`config.mk`:
```
export PLATFORM = sky130hd
export DESIGN_NAME = b16_rr_arbiter_flat
export DESIGN_NICKNAME = d
export VERILOG_FILES = /design/src/rtl/b16_rr_arbiter_if.sv /design/src/rtl/b16_rr_arbiter.sv /design/src/flat_wrapper.sv
export SDC_FILE = /design/constraint.sdc
export NUM_CORES = 1
export LEC_CHECK = 0
export ABC_CLOCK_PERIOD_IN_PS = 4500
export CAP_MARGIN = 20
export CORE_ASPECT_RATIO = 1.2
export CORE_MARGIN = 5
export CORE_UTILIZATION = 55
export CTS_CLUSTER_SIZE = 25
export DETAILED_ROUTE_END_ITERATION = 10
export GPL_TIMING_DRIVEN = 0
export HOLD_SLACK_MARGIN = 0.08
export PLACE_DENSITY = 0.85
export SYNTH_ARGS = -nofsm -noshare
export SYNTH_HDL_FRONTEND = slang
export SYNTH_SLANG_ARGS = --single-unit
```
`constraint.sdc`:
```
create_clock -name clock -period 4.5 [get_ports clock]
set_input_delay 0.675 -clock clock [delete_from_list [all_inputs] [get_ports clock]]
set_output_delay 0.675 -clock clock [all_outputs]
set_load 0.02 [all_outputs]
```
`src/rtl/b16_rr_arbiter_if.sv`:
```
// Request/grant bundle shared by the 16-way arbiter and its requesters.
// The arbiter uses the slave modport; the requester side uses master.
interface b16_rr_arbiter_if;
   logic [15:0] req;
   logic [15:0] gnt;
   logic [3:0]  gnt_idx;
   logic        gnt_valid;

   modport master (
      output req,
      input  gnt,
      input  gnt_idx,
      input  gnt_valid
   );

   modport slave (
      input  req,
      output gnt,
      output gnt_idx,
      output gnt_valid
   );
endinterface

```
`src/rtl/b16_rr_arbiter.sv`:
```
// Round-robin arbiter for 16 requesters with a bounded hold time.
// Every handover passes through one IDLE cycle with no grant asserted.
module b4to16_enb_decoder (
   input  logic [3:0]  x3_x0,
   input  logic        enb,
   output logic [15:0] y
);
   // One-hot decode of the index, gated by the enable
   always_comb begin
      y = '0;
      if (enb) y[x3_x0] = 1'b1;
   end
endmodule

module b16_rr_arbiter #(
   parameter int unsigned MAX_HOLD = 8
) (
   input  logic        clock,
   input  logic        reset_,
   b16_rr_arbiter_if.slave bus
);
   typedef enum logic {
      IDLE  = 1'b0,
      GRANT = 1'b1
   } state_t;

   localparam bit LIMIT = (MAX_HOLD != 0);
   localparam logic [7:0] HOLD_LAST =
      (MAX_HOLD == 0) ? 8'd0 : 8'(MAX_HOLD - 1);

   state_t      state_q, state_d;
   logic [3:0]  ptr_q, ptr_d;
   logic [3:0]  idx_q, idx_d;
   logic [7:0]  hold_q, hold_d;

   logic [3:0]  win;
   logic        found;
   logic [3:0]  cand;
   logic [15:0] own_mask;
   logic        own;
   logic        others;
   logic        last;
   logic        valid;
   logic [15:0] gnt;

   // Find the first requester at or after the rotating pointer
   always_comb begin
      win   = ptr_q;
      found = 1'b0;
      cand  = '0;
      for (int i = 0; i < 16; i++) begin
         cand = ptr_q + 4'(i);
         if (!found && bus.req[cand]) begin
            win   = cand;
            found = 1'b1;
         end
      end
   end

   assign own_mask = 16'd1 << idx_q;
   assign own      = |(bus.req & own_mask);
   assign others   = |(bus.req & ~own_mask);
   assign last     = LIMIT && (hold_q == HOLD_LAST);

   // State register with asynchronous active-low reset
   always_ff @(posedge clock or negedge reset_) begin
      if (!reset_) begin
         state_q <= IDLE;
         ptr_q   <= '0;
         idx_q   <= '0;
         hold_q  <= '0;
      end else begin
         state_q <= state_d;
         ptr_q   <= ptr_d;
         idx_q   <= idx_d;
         hold_q  <= hold_d;
      end
   end

   // Next state: grant the scan winner, release on drop or timeout
   always_comb begin
      state_d = state_q;
      ptr_d   = ptr_q;
      idx_d   = idx_q;
      hold_d  = hold_q;
      case (state_q)
         IDLE: begin
            if (found) begin
               idx_d   = win;
               hold_d  = '0;
               state_d = GRANT;
            end
         end
         GRANT: begin
            if (!own || (last && others)) begin
               state_d = IDLE;
               ptr_d   = idx_q + 4'd1;
            end else if (last) begin
               hold_d = '0;
            end else if (LIMIT) begin
               hold_d = hold_q + 8'd1;
            end
         end
         default: state_d = IDLE;
      endcase
   end

   // Outputs: grant valid only while in GRANT
   always_comb begin
      valid = (state_q == GRANT);
   end

   b4to16_enb_decoder u_dec (
      .x3_x0 (idx_q),
      .enb   (valid),
      .y     (gnt)
   );

   assign bus.gnt       = gnt;
   assign bus.gnt_idx   = idx_q;
   assign bus.gnt_valid = valid;
endmodule

```
`src/flat_wrapper.sv`:
```
// flat-port wrapper written by rule: the top's interface ports become plain ports
module b16_rr_arbiter_flat 
#(
   parameter int unsigned MAX_HOLD = 8
)
  (clock, reset_, bus_req, bus_gnt, bus_gnt_idx, bus_gnt_valid);
  b16_rr_arbiter_if bus_i ();
  input  logic clock;
  input  logic reset_;
  input wire logic [$bits(bus_i.req)-1:0] bus_req;
  output wire logic [$bits(bus_i.gnt)-1:0] bus_gnt;
  output wire logic [$bits(bus_i.gnt_idx)-1:0] bus_gnt_idx;
  output wire logic [$bits(bus_i.gnt_valid)-1:0] bus_gnt_valid;
  assign bus_i.req = bus_req;
  assign bus_gnt = bus_i.gnt;
  assign bus_gnt_idx = bus_i.gnt_idx;
  assign bus_gnt_valid = bus_i.gnt_valid;
  b16_rr_arbiter #(.MAX_HOLD(MAX_HOLD)) u_core (.clock(clock), .reset_(reset_), .bus(bus_i));
endmodule
```
==> results of run 1 <==
## area by class of cell
class,count,area [µm²]
Inverter,16,60.06
Tap cell,85,106.4
Clock buffer,4,45.04
Timing Repair Buffer,38,380.4
Multi-Input combinational cell,374,3054
Fill cell,546,2238
Buffer,18,96.34
Sequential cell,17,425.4
## per-stage QoR
stage | hold slack, ns | cells | utilization
floorplan | 0.3794 | 426 | -
global placement | 0.4745 | 549 | 0.6410
detailed placement | 0.4742 | 549 | 0.6410
CTS | 0.4861 | 553 | 0.6488
global route | 0.5261 | 552 | 0.6506
finish | 0.4886 | 552 | 0.6506
## timing repair
action / CTS / global route
endpoints found under the setup margin: 10 / 5
resized for setup: 2 / 5
pin swaps: 0 / 1
## kinds of logic after synthesis
group | count (synthesis) | share of synthesized area
simple gates | 170 | 0.2440
compound gates | 108 | 0.2164
mux | 70 | 0.2952
buf+inv | 35 | 0.04320
flops | 17 | 0.1175
fa+ha+maj | 14 | 0.04839
xor+xnor | 12 | 0.03526
## sequential cells by signal, summed over array words and instances, names as in the netlist
signal,cells
u_core.ptr_q,4
u_core.bus.gnt_valid,1
u_core.hold_q,8
u_core.bus.gnt_idx,4
## worst max-delay path, cell delays in order (launching register included)
cell	delay (ns)
dfrtp_1	0.47
clkbuf_4	0.29
inv_1	0.21
ha_1	0.33
buf_2	0.27
mux4_2	0.59
mux2i_2	0.35
mux2i_1	0.17
clkbuf_1	0.27
nor2b_1	0.28
a22oi_1	0.13
nor4_1	0.28
a211oi_1	0.11
nor3_2	0.28
o32ai_2	0.11
## metal layers
metal,GRT usage,vias up,part of all wire
met1,0.3243,1822,0.38
met4,0.1200,0,0.044
met5,0,-,0
met3,0.03679,50,0.076
li1,-,1733,-
met2,0.4660,246,0.50
## cell usage after synthesis (all sizes together), types with 6 or more instances
cell and number:
nor3b 8, a21oi 18, and3 6, o21ai 33, mux4 25, nand4 7, buf 8, nand2 52
ha 14, nor2 41, inv 15, xnor2 6, nand3 14, dfrtp 17, mux2i 23, nor3 14
mux2 22, xor2 6, clkbuf 11
## worst max path at each step
stage,start,to,cells past startpoint
floorplan,u_core.ptr_q[1]$_DFFE_PN0P_,u_core.bus.gnt_idx[3]$_DFFE_PN0P_,14
global placement,u_core.ptr_q[1]$_DFFE_PN0P_,u_core.bus.gnt_idx[3]$_DFFE_PN0P_,14
detailed placement,u_core.ptr_q[1]$_DFFE_PN0P_,u_core.bus.gnt_idx[3]$_DFFE_PN0P_,14
CTS,u_core.ptr_q[1]$_DFFE_PN0P_,u_core.bus.gnt_idx[3]$_DFFE_PN0P_,14
global route,u_core.ptr_q[0]$_DFFE_PN0P_,u_core.bus.gnt_idx[1]$_DFFE_PN0P_,15
finish,u_core.ptr_q[1]$_DFFE_PN0P_,u_core.bus.gnt_idx[3]$_DFFE_PN0P_,14
## layout by cell type, fill, tap and decap left out, types with 3 or more instances in the layout
cell,count
a221oi_1,3
mux2_2,19
clkbuf_8,3
o21ai_0,29
nand3_1,14
mux2i_1,18
nor2b_1,5
mux4_2,25
nand2_1,51
nor2_1,41
a211oi_1,4
nor3b_1,7
and3_1,6
mux2_4,3
dfrtp_1,17
nor3_1,12
a21oi_1,16
clkbuf_1,10
nand4_1,7
o21ai_1,4
xnor2_1,5
a222oi_1,3
xor2_1,4
inv_1,14
ha_1,14
clkdlybuf4s50_1,38
o22ai_1,5
o31ai_1,4
mux2i_2,4
a22oi_1,3
buf_2,5
nor4b_1,4
nand2b_1,5
a211o_1,3
nand3b_1,5
==> flow_metrics.tcl, run 1 <==
set metrics [dict create \
    status "finished, final reports clean" \
    ys_ff_latch 17 \
    fin_tns_setup_ns 0 \
    grt_pass1_vias 3801 \
    start_util 0.5650 \
    routed_wirelength_um 11350 \
    yosysTopAreaCell "mux4_2" \
    period_minus_slack_ns 4.301 \
    required_ns 4.61 \
    pin_count 39 \
    root_buffer "clkbuf_8" \
    rsz0062_at_grt "false" \
    dieArea_um2 8310 \
    async_flop_share 1.000 \
    min_from "u_core.hold_q[7]$_DFFE_PN0P_" \
    drv_slew 0 \
    overflow 0 \
    htreeDepth 1 \
    r2r_start "u_core.ptr_q[1]$_DFFE_PN0P_" \
    avgSynthCellArea_um2 8.497 \
    crit_type "reg2reg" \
    postCtsSetupRepairBufs 0 \
    seq_area_frac_synth 0.1175 \
    min_path_cells 1 \
    dpl_cell_area_um2 4106 \
    max_cap_violations 0 \
    die_x_um 84.06 \
    avgViaCountPerCell 6.976 \
    rows 32 \
    dr.pass1.iters 8 \
    clock_path_buffers 2 \
    place_hpwl_um 8753 \
    synth_warnings 0 \
    finClkSkew_ns 0.006178 \
    core_um2 6406 \
    synth_edf_count 0 \
    ys.flop_type "dfrtp_1" \
    arrival_ns 4.41 \
    start_kind "flip-flop" \
    setup_viol_count_final 0 \
    preCtsSetupSlack_ns -0.3188 \
    antenna_cells 0 \
    syn_nets 458 \
    holdBufCountCts 0 \
    cts.sinks 17 \
    io_buffers 38 \
    cts_tree "done" \
    holdPathEnd "u_core.hold_q[7]$_DFFE_PN0P_" \
    grt_pass1_wl_um 18570 \
    synth_cell_types 79 \
    fin_ws_ns 0.1991 \
    end_kind "flip-flop" \
    grt_max_degree 18 \
    clock_latency_ns 0.25 \
    synth_cells 426 \
    wire_per_inst_um 20.55 \
    die_y_um 98.87 \
    worst-r2r-setup-slack_ns 0.20 \
    drive_gt1_frac 0.1777 \
    numCtsBuffers 3 \
    synth_top_area_frac 0.1555 \
    drc 0 \
    rr_worst_depth 14 \
    worstReg2RegEnd "u_core.bus.gnt_idx[3]$_DFFE_PN0P_" \
    fin_area_um2 4168 \
    hold_path_class "reg2reg" \
    nets 500 \
    tightest_slew_ns 0.8282 \
    routabilityCongestion 1.042 \
    antenna_found_initial 0 \
    syn2layout_area_growth_pct 15.14 \
    via_count 3851 \
    ant_nets 0 \
    drtIter0Drc 367 \
    path_max_fanout 10 \
    hold_viol 0 \
    grt_usage 0.2669 \
    synth_area_leaders "mux4_2 16%, dfrtp_1 12%, mux2_2 6.2%" \
    fmax_mhz 232.5 \
    min_period_over_period 0.9558 \
    synth.cell_area_um2 3620 \
    timing.slew.headroom 0.4457 \
    path_clk_slew_ns 0.07 \
]
Power of run 1 is not shown: default switching activity piles up to over one toggle a cycle in this logic, so the estimate is an artifact.
==> run 2, diff against run 1 <==
--- a/config.mk
+++ b/config.mk
@@ -18,3 +18,4 @@
 export SYNTH_ARGS = -nofsm -noshare
 export SYNTH_HDL_FRONTEND = slang
 export SYNTH_SLANG_ARGS = --single-unit
+export TNS_END_PERCENT = 20
==> constraint.sdc (replaced) <==
create_clock -name clock -period 4.5 [get_ports clock]
set_input_delay 1.125 -clock clock [delete_from_list [all_inputs] [get_ports clock]]
set_output_delay 1.125 -clock clock [all_outputs]
set_load 0.02 [all_outputs]
==> flow_metrics.tcl, run 2 (synthesized netlist as in run 1, its figures left out) <==
set metrics [dict create \
    status "finished, final reports clean" \
    instances_no_fill 553 \
    cts_tree "done" \
    via_count 3842 \
    die_x_um 84.06 \
    utilization 0.6514 \
    finClkSkew_ns 0.004038 \
    grt_pass1_vias 3801 \
    place_hpwl_um 8753 \
    drive_gt1_frac 0.1795 \
    rsz0062_at_grt "false" \
    largest_reg_flops 8 \
    min_path_cells 1 \
    ant_nets 0 \
    hold_path_class "reg2reg" \
    start_util 0.5650 \
    overflow 0 \
    pin_count 39 \
    postCtsSetupRepairBufs 0 \
    end_kind "flip-flop" \
    htreeDepth 1 \
    period_minus_slack_ns 4.263 \
    syn2layout_area_growth_pct 15.28 \
    preCtsSetupSlack_ns -0.3188 \
    start_kind "input pin" \
    grt_max_degree 18 \
    numCtsBuffers 3 \
    wire_per_inst_um 20.56 \
    path_clk_slew_ns 0.06 \
    layout_commonest_cell "nand2_1" \
    die_y_um 98.87 \
    min_period_over_period 0.9474 \
    clock_path_buffers 2 \
    io_buffers 38 \
    antenna_found_initial 0 \
    routed_wirelength_um 11370 \
    final_cell_mix "51 x nand2_1, 41 x nor2_1, 38 x clkdlybuf4s50_1, 29 x o21ai_0, 25 x mux4_2" \
    cp.depth 9 \
    antenna_cells 0 \
    avgViaCountPerCell 6.948 \
    tightest_slew_ns 0.8206 \
    grt_pass1_wl_um 18570 \
    drv_slew 0 \
    slowest_stage "mux4_2" \
    path_max_fanout 9 \
    critical_path_buf_inv_count 2 \
    clock_latency_ns 0.24 \
    arrival_ns 4.39 \
    dr.pass1.iters 5 \
    crit_type "in2reg" \
    hold_viol 0 \
    drc 0 \
    dieArea_um2 8310 \
    drtIter0Drc 356 \
    timing.slew.headroom 0.4508 \
    max_cap_violations 0 \
    hold_slack_ns 0.4860 \
    fmax_mhz 234.5 \
    nets 501 \
    rr_worst_depth 14 \
    place_inst 549 \
    rows 32 \
    critical-path-max-stage-delay_ns 0.61 \
    grt_usage 0.2669 \
    setup_viol_count_final 0 \
    fin_ws_ns 0.2365 \
    cts.sinks 17 \
    largest_register "u_core.hold_q" \
    cp_top_family "multiplexers" \
    core_um2 6406 \
    root_buffer "clkbuf_8" \
    required_ns 4.63 \
    crit_chain "clkdlybuf4s50_1 -> mux4_2 -> mux4_2 -> nor4b_1 -> inv_1 -> o221a_1 -> o41a_1 -> mux2i_1 -> a21oi_1" \
    worst_path_most_repeated_cell "mux4_2" \
    routabilityCongestion 1.042 \
]
## run 2: layer usage
metal  up-vias  global-route usage  share of wire  wire, µm
met5         -                   0              0         0
met4         0              0.1200          0.045       516
met3        51             0.03679          0.073       830
met2       242              0.4660           0.50      5641
met1      1817              0.3243           0.39      4383
li1       1732                   -              -         -
## run 2: final timing paths
path,to,start,slack (ns)
max,u_core.bus.gnt_idx[1]$_DFFE_PN0P_,bus_req[6],0.24
min,u_core.hold_q[7]$_DFFE_PN0P_,u_core.hold_q[7]$_DFFE_PN0P_,0.49
max reg2reg,u_core.bus.gnt_idx[0]$_DFFE_PN0P_,u_core.ptr_q[1]$_DFFE_PN0P_,0.24
min reg2reg,u_core.hold_q[7]$_DFFE_PN0P_,u_core.hold_q[7]$_DFFE_PN0P_,0.49
max in group asynchronous,u_core.bus.gnt_idx[1]$_DFFE_PN0P_,reset_,2.72
min in group asynchronous,u_core.hold_q[2]$_DFFE_PN0P_,reset_,1.32
## run 2: layout make-up
class / count / area (µm²)
Clock buffer: 4 / 45.04
Sequential cell: 17 / 425.4
Timing Repair Buffer: 38 / 380.4
Inverter: 16 / 60.06
Tap cell: 85 / 106.4
Multi-Input combinational cell: 374 / 3054
Fill cell: 548 / 2233
Buffer: 19 / 101.3
## run 2: repair_timing
action,4_1_cts,5_1_grt
setup endpoints to repair,10,5
resized for setup,2,7
hold buffers,0,0
pin swaps,0,1
## run 2: through the flow
step,setup TNS (ns),area (µm²)
floorplan,0,3620
global placement,-0.6103,4106
detailed placement,-1.281,4106
CTS,0,4156
global route,0,4173
finish,0,4173
Power of run 2 is left out for the same reason.
